### config.mk
export PLATFORM = sky130hd
export DESIGN_NAME = song_reader
export DESIGN_NICKNAME = d
export VERILOG_FILES = /design/src/rtl/song_reader.sv
export SDC_FILE = /design/constraint.sdc
export NUM_CORES = 1
export LEC_CHECK = 0
export BUFFER_PORTS_ARGS = -buffer_cell sky130_fd_sc_hd__buf_2
export CAP_MARGIN = 20
export CORE_UTILIZATION = 50
export CTS_BUF_LIST = sky130_fd_sc_hd__clkbuf_16
export CTS_CLUSTER_SIZE = 25
export DETAILED_ROUTE_END_ITERATION = 8
export GPL_ROUTABILITY_DRIVEN = 0
export MAX_ROUTING_LAYER = met4
export PLACE_DENSITY = 0.92
export RECOVER_POWER = 50
export SYNTH_ARGS = -nofsm -noshare
export SYNTH_HDL_FRONTEND = slang
export SYNTH_SLANG_ARGS = --single-unit
### constraint.sdc
create_clock -name clk -period 4.5 [get_ports clk]
set_input_delay 0.675 -clock clk [delete_from_list [all_inputs] [get_ports clk]]
set_output_delay 0.675 -clock clk [all_outputs]
set_load 0.005 [all_outputs]
### src/rtl/song_reader.sv
// Song reader: walks one song of the external synchronous song ROM and hands each {note, duration} to the note player.
// Optional build macro SONG_END_MARKER_EN: a duration==0 entry ends the song early instead of being played.
module song_reader #(
    parameter int NOTE_ADDR_W = 5,
    parameter int NOTE_W      = 6,
    parameter int DUR_W       = 6
) (
    input  logic                      clk,
    input  logic                      reset,
    input  logic                      play,
    input  logic                      reset_player,
    input  logic [1:0]                song,
    input  logic                      note_done,
    output logic [NOTE_ADDR_W+1:0]    rom_addr,
    input  logic [NOTE_W+DUR_W-1:0]   rom_data,
    output logic [NOTE_W-1:0]         note,
    output logic [DUR_W-1:0]          duration,
    output logic                      new_note,
    output logic                      song_done
);

    typedef enum logic [2:0] {
        ST_IDLE      = 3'd0,
        ST_FETCH     = 3'd1,
        ST_ISSUE     = 3'd2,
        ST_WAIT_NOTE = 3'd3,
        ST_DONE      = 3'd4
    } state_t;

    state_t                  state_r, state_s;
    logic [NOTE_ADDR_W-1:0]  note_index_r, note_index_s;
    logic [NOTE_W-1:0]       note_r, note_s;
    logic [DUR_W-1:0]        duration_r, duration_s;
    logic                    new_note_r, new_note_s;
    logic                    song_done_r, song_done_s;
    logic [NOTE_W-1:0]       rom_note_s;
    logic [DUR_W-1:0]        rom_dur_s;
    logic                    last_index_s;
    logic                    end_marker_s;

    assign rom_note_s   = rom_data[NOTE_W+DUR_W-1:DUR_W];
    assign rom_dur_s    = rom_data[DUR_W-1:0];
    assign last_index_s = (note_index_r == {NOTE_ADDR_W{1'b1}});

`ifdef SONG_END_MARKER_EN
    assign end_marker_s = (rom_dur_s == {DUR_W{1'b0}});
`else
    assign end_marker_s = 1'b0;
`endif

    // ROM address is combinational so the ROM sees the new index the cycle FETCH is entered.
    assign rom_addr  = {song, note_index_r};
    assign note      = note_r;
    assign duration  = duration_r;
    assign new_note  = new_note_r;
    assign song_done = song_done_r;

    // Next-state, index and output-pulse decode; reset_player outranks every other input.
    always_comb begin
        state_s      = state_r;
        note_index_s = note_index_r;
        note_s       = note_r;
        duration_s   = duration_r;
        new_note_s   = 1'b0;
        song_done_s  = 1'b0;
        if (reset_player) begin
            state_s      = ST_IDLE;
            note_index_s = {NOTE_ADDR_W{1'b0}};
        end else begin
            case (state_r)
                ST_IDLE: begin
                    if (play) begin
                        state_s = ST_FETCH;
                    end else begin
                        state_s = ST_IDLE;
                    end
                end
                ST_FETCH: begin
                    state_s = ST_ISSUE;
                end
                ST_ISSUE: begin
                    // While paused the address is unchanged, so rom_data stays valid here.
                    if (play) begin
                        if (end_marker_s) begin
                            note_index_s = {NOTE_ADDR_W{1'b0}};
                            song_done_s  = 1'b1;
                            state_s      = ST_DONE;
                        end else begin
                            note_s     = rom_note_s;
                            duration_s = rom_dur_s;
                            new_note_s = 1'b1;
                            state_s    = ST_WAIT_NOTE;
                        end
                    end else begin
                        state_s = ST_ISSUE;
                    end
                end
                ST_WAIT_NOTE: begin
                    if (note_done) begin
                        if (last_index_s) begin
                            note_index_s = {NOTE_ADDR_W{1'b0}};
                            song_done_s  = 1'b1;
                            state_s      = ST_DONE;
                        end else begin
                            note_index_s = note_index_r + {{(NOTE_ADDR_W-1){1'b0}}, 1'b1};
                            state_s      = ST_FETCH;
                        end
                    end else begin
                        state_s = ST_WAIT_NOTE;
                    end
                end
                ST_DONE: begin
                    state_s = ST_IDLE;
                end
                default: begin
                    state_s      = ST_IDLE;
                    note_index_s = {NOTE_ADDR_W{1'b0}};
                end
            endcase
        end
    end

    // State, index and registered outputs with asynchronous active-low reset.
    always_ff @(posedge clk or negedge reset) begin
        if (!reset) begin
            state_r      <= ST_IDLE;
            note_index_r <= {NOTE_ADDR_W{1'b0}};
            note_r       <= {NOTE_W{1'b0}};
            duration_r   <= {DUR_W{1'b0}};
            new_note_r   <= 1'b0;
            song_done_r  <= 1'b0;
        end else begin
            state_r      <= state_s;
            note_index_r <= note_index_s;
            note_r       <= note_s;
            duration_r   <= duration_s;
            new_note_r   <= new_note_s;
            song_done_r  <= song_done_s;
        end
    end

endmodule

# --- Word level (Yosys, flattened, before mapping) ---
# Cells that the tools add are included.
word_totals:
  inputBits: 19
  wordCells: 36
  ff_bits: 22
classes:
  n_reduce_logical: 4
  mux: 17
  eq_ne: 7
  addsub: 1
  bitwise_logic: 1
ops:
  columns: ["operator", "count"]
  rows:
  - ["$mux W5", 3]
  - ["$pmux W3 S4", 1]
  - ["$pmux W5 S2", 1]
  - ["$mux W1", 9]
  - ["$mux W3", 3]
  - ["$eq A3 B2 Y1 const B", 2]
  - ["$add A5 B1 Y5 const B", 1]
  - ["$eq A5 B5 Y1 const B", 1]
  - ["$reduce_or A4 Y1", 1]
  - ["$eq A3 B1 Y1 const B", 1]
  - ["$eq A3 B3 Y1 const B", 1]
  - ["$logic_not A3 Y1", 1]
  - ["$ne A3 B3 Y1 const B", 1]
  - ["$reduce_and A3 Y1", 1]
  - ["$ne A2 B1 Y1 const B", 1]
  - ["$reduce_and A2 Y1", 1]
  - ["$not A1 Y1", 1]

# --- Longest topological paths before layout ---
depth:
  depth_word: 5
  mapped_depth: 6
  mapped_depth_nobuf: 6

# --- Worst setup path before layout ---
# No wires, ideal clock.
synth_timing:
  path_type: "input port to flip-flop"
  startpoint: "in reset_player"
  endpoint: "reg duration_r[0], in the netlist duration[0]"
  arrival_ps: 1499
  path_stages: 4
  required_time_ps: 4375
  setup_time_ps: 125
  n_path_buf: 1
  slack_ps: 2875
  path_cell_list: "nor3b_4 nand2_4 buf_6 mux2_4"
synth_between:
  elab_chain_cells: 2
synth_rtl:
  columns: ["element", "line_no", "source"]
  rows:
  - ["start: declaration", "11", "input logic reset_player,"]
  - ["$not A1 Y1 (no source line)", null, null]
  - ["$reduce_and A3 Y1 (no source line)", null, null]
  - ["end signal: assignment", "129", "duration_r <= {DUR_W{1'b0}};"]
  - ["end signal: assignment", "136", "duration_r <= duration_s;"]
  - ["end: declaration", "33", "logic [DUR_W-1:0] duration_r, duration_s;"]
# Every way passes these cells.
# A chain may end at the register's enable or synchronous reset.

# --- Worst setup path after layout ---
layout_timing:
  startpoint: "in reset_player"
  endpoint: "reg duration_r[3], in the netlist duration[3]"
# Same word-level chain as after synthesis.

==> run_summary.xml <==
<?xml version="1.0" encoding="UTF-8"?>
<metrics>
  <group name="routing">
    <metric name="drcViolationCount" unit="">0</metric>
    <metric name="drtPass1Iterations" unit="">4</metric>
    <metric name="drt_first_iter_violations" unit="">14</metric>
    <metric name="via_count" unit="">735</metric>
    <metric name="wirelength" unit="mm">2.11</metric>
    <metric name="drt-vias-per-instance" unit="">5.36</metric>
    <metric name="ant_nets" unit="">0</metric>
    <metric name="route.detailed.wl_per_inst" unit="um">15.4</metric>
  </group>
  <group name="final_layout">
    <metric name="n_antenna_cell" unit="">0</metric>
    <metric name="final_common_cell" unit="">buf_2</metric>
    <metric name="n_fill_cell" unit="">129</metric>
    <metric name="most-common-layout-cells" unit="">buf_2 (31), dfrtp_1 (22), mux2_4 (9)</metric>
    <metric name="postLayoutCoreUtil" unit="">0.705</metric>
    <metric name="area.growth.synth_to_final" unit="%">26.5</metric>
    <metric name="finish.net_count" unit="">134</metric>
    <metric name="ratio_of_cells_with_drive_above_1_in_the_final_layout" unit="">0.438</metric>
  </group>
  <group name="synthesis">
    <metric name="netlist_instances" unit="">76</metric>
    <metric name="synth-main-ff-cell" unit="">dfrtp_1</metric>
    <metric name="yosys_warnings" unit="">0</metric>
    <metric name="synth_cell_type_count" unit="">25</metric>
    <metric name="mappedNetlistNets" unit="">97</metric>
    <metric name="synth.yosys.seq_area_share" unit="">0.543</metric>
    <metric name="ys_seq_elements" unit="">22</metric>
    <metric name="syn_area_per_cell" unit="um2">13.4</metric>
    <metric name="synth_enable_flop_cells" unit="">0</metric>
    <metric name="asyncSetResetFlopFracSynth" unit="">1.00</metric>
    <metric name="synth_area" unit="um2">1010</metric>
  </group>
  <group name="power">
    <metric name="pwr-share-seq" unit="">0.418</metric>
    <metric name="p_int" unit="uW">480</metric>
    <metric name="static_leakage" unit="nW">0.705</metric>
    <metric name="power.share.clock" unit="">0.404</metric>
    <metric name="p_sw" unit="uW">130</metric>
    <metric name="sw_frac_of_total" unit="">0.214</metric>
    <metric name="power_frac_comb" unit="">0.178</metric>
    <metric name="power_density" unit="nW/um2">475</metric>
    <metric name="vdd_drop_max" unit="mV">0.290</metric>
  </group>
  <group name="floorplanning">
    <metric name="die_width" unit="um">47.1</metric>
    <metric name="ios" unit="">40</metric>
    <metric name="initial_utilization" unit="">0.557</metric>
    <metric name="floorplan.die_area" unit="um2">2210</metric>
    <metric name="fp.coreArea" unit="um2">1820</metric>
    <metric name="placementRows" unit="">15</metric>
    <metric name="die_height" unit="um">47.1</metric>
  </group>
  <group name="sta">
    <metric name="maxSlewHeadroom" unit="">0.245</metric>
    <metric name="slew_viol_final" unit="">0</metric>
    <metric name="setup_total_negative_slack" unit="ps">0</metric>
    <metric name="setup_viol_count_final" unit="">0</metric>
    <metric name="grt_setup_unrepaired" unit="">no</metric>
    <metric name="timing.final.crit_period" unit="ps">2050</metric>
    <metric name="clock.fmax" unit="MHz">489</metric>
    <metric name="timing.final.hold_violations" unit="">0</metric>
    <metric name="final.period_utilization" unit="">0.455</metric>
    <metric name="timing_worst_slew_pin_value" unit="ps">1130</metric>
    <metric name="finClkSkew" unit="ps">1.38</metric>
  </group>
  <group name="setup_path">
    <metric name="worst_setup_path_end_kind" unit="">flop</metric>
    <metric name="cp.arrival" unit="ps">2190</metric>
    <metric name="path_max_fanout" unit="">13</metric>
    <metric name="worstPathRequired" unit="ps">4640</metric>
    <metric name="timing.rr.start" unit="">state_r[1]</metric>
    <metric name="setup.worst_path.start" unit="">reset_player</metric>
    <metric name="setup.worst_path.start_class" unit="">input port</metric>
    <metric name="setup.worst_path.class" unit="">input port to flop</metric>
  </group>
  <group name="hold_path">
    <metric name="worstHoldPathType" unit="">flop to flop</metric>
    <metric name="holdCritStartpoint" unit="">duration[4]</metric>
  </group>
  <group name="placement">
    <metric name="hpwl" unit="mm">1.43</metric>
    <metric name="portBuffers" unit="">35</metric>
  </group>
  <group name="clocking">
    <metric name="worst_skew_pair.late_latency" unit="ps">250</metric>
    <metric name="clock_path_buffers" unit="">2</metric>
    <metric name="root_buffer" unit="">clkbuf_16</metric>
    <metric name="cts_inserted_buffers" unit="">3</metric>
    <metric name="clock_sinks" unit="">22</metric>
    <metric name="clock_tree.htree_level_count" unit="">1</metric>
    <metric name="cts_tree" unit="">yes</metric>
    <metric name="postCtsSetupBuffers" unit="">0</metric>
    <metric name="post_cts_hold_buffer_count" unit="">0</metric>
    <metric name="path_clk_slew" unit="ps">60</metric>
    <metric name="postCtsResizedCells" unit="">0</metric>
  </group>
  <group name="job">
    <metric name="drv_cap" unit="">0</metric>
  </group>
  <group name="grt">
    <metric name="grt_overflow_total" unit="">0</metric>
    <metric name="global_route.usage.total" unit="">0.230</metric>
    <metric name="global_route_wire_length_before_repair" unit="mm">3.26</metric>
    <metric name="grt_start_max_net_pins" unit="">23</metric>
    <metric name="first_global_vias" unit="">711</metric>
    <metric name="initial_antenna_violation_count" unit="">0</metric>
  </group>
  <group name="status">
    <metric name="outcome" unit="">complete, no violations</metric>
  </group>
</metrics>
==> registers in the layout, indices dropped and copies added, names as in the netlist <==
register	count
song_done	1
state_r	3
new_note	1
note	6
note_index_r	5
duration	6
==> metal layers <==
layer / GRT usage / part of all wire / vias to the layer above
li1: - / - / 344
met1: 0.295 / 0.43 / 353
met2: 0.331 / 0.50 / 26
met3: 0.0500 / 0.041 / 12
met4: 0.143 / 0.034 / 0
met5: - / 0 / -
==> cells in the mapped netlist (3+ instances only) <==
cell,instances,area share
nand3_1,3,0.015
dfrtp_1,22,0.54
nor2_1,3,0.011
and3_1,3,0.018
mux2_4,9,0.13
nor2b_1,3,0.018
mux2_2,4,0.044
inv_1,4,0.015
==> worst max-delay path, stage by stage <==
cell and delay, ps:
buf_2 130, nor3b_1 730, nand2_4 290, mux2_4 370
==> cells by family (layout without fill, tap and decap cells) <==
group | count (synthesis) | after routing | share of synthesized area
DFF | 22 | 22 | 0.543
muxes | 15 | 15 | 0.197
adders and majority gates | 2 | 2 | 0.0247
and+or+nand+nor | 23 | 23 | 0.147
buffers and inverters | 7 | 43 | 0.0407
AOI/OAI and AO/OA | 7 | 7 | 0.0481
==> path summary, 6_finish.rpt <==
kind	cells after the start	endpoint	slack (ps)
max	4	duration[3]	2450
min	1	duration[4]	500
max reg2reg	3	duration[3]	2510
min reg2reg	1	duration[4]	500
max in group asynchronous	1	note_index_r[0]	3200
min in group asynchronous	1	state_r[2]	620
==> stage by stage <==
stage | power (mW) | hold WS (ps) | instance area [um2] | std cells | worst slack, ps
after floorplan | 0.315 | 379 | 1010 | 76 | 2880
after global placement | 0.362 | 490 | 1190 | 133 | 2710
after detailed placement | 0.368 | 492 | 1190 | 133 | 2670
after CTS | 0.618 | 386 | 1300 | 137 | 2730
after global routing | 0.635 | 526 | 1280 | 137 | 2430
final | 0.610 | 504 | 1280 | 137 | 2450
==> layout make-up <==
cell class              count  area (um2)  share of cell area
clock buffers               3        75.1              0.0585
clock inverters             1        30.0              0.0234
inverters                   4        15.0              0.0117
multi-input cells          47         412               0.321
flip-flops and latches     22         551               0.429
well taps                  25        31.3              0.0244
repair buffers             35         170               0.133
==> power by group through the flow <==
stage	Clock [mW]	Sequential [mW]	Combinational [mW]
after global placement	0	0.256	0.106
after detailed placement	0	0.257	0.111
after floorplan	0	0.259	0.0554
after CTS	0.251	0.255	0.112
after global routing	0.258	0.259	0.119
final	0.246	0.255	0.108
No activity file was read; power rests on OpenSTA's default activity.
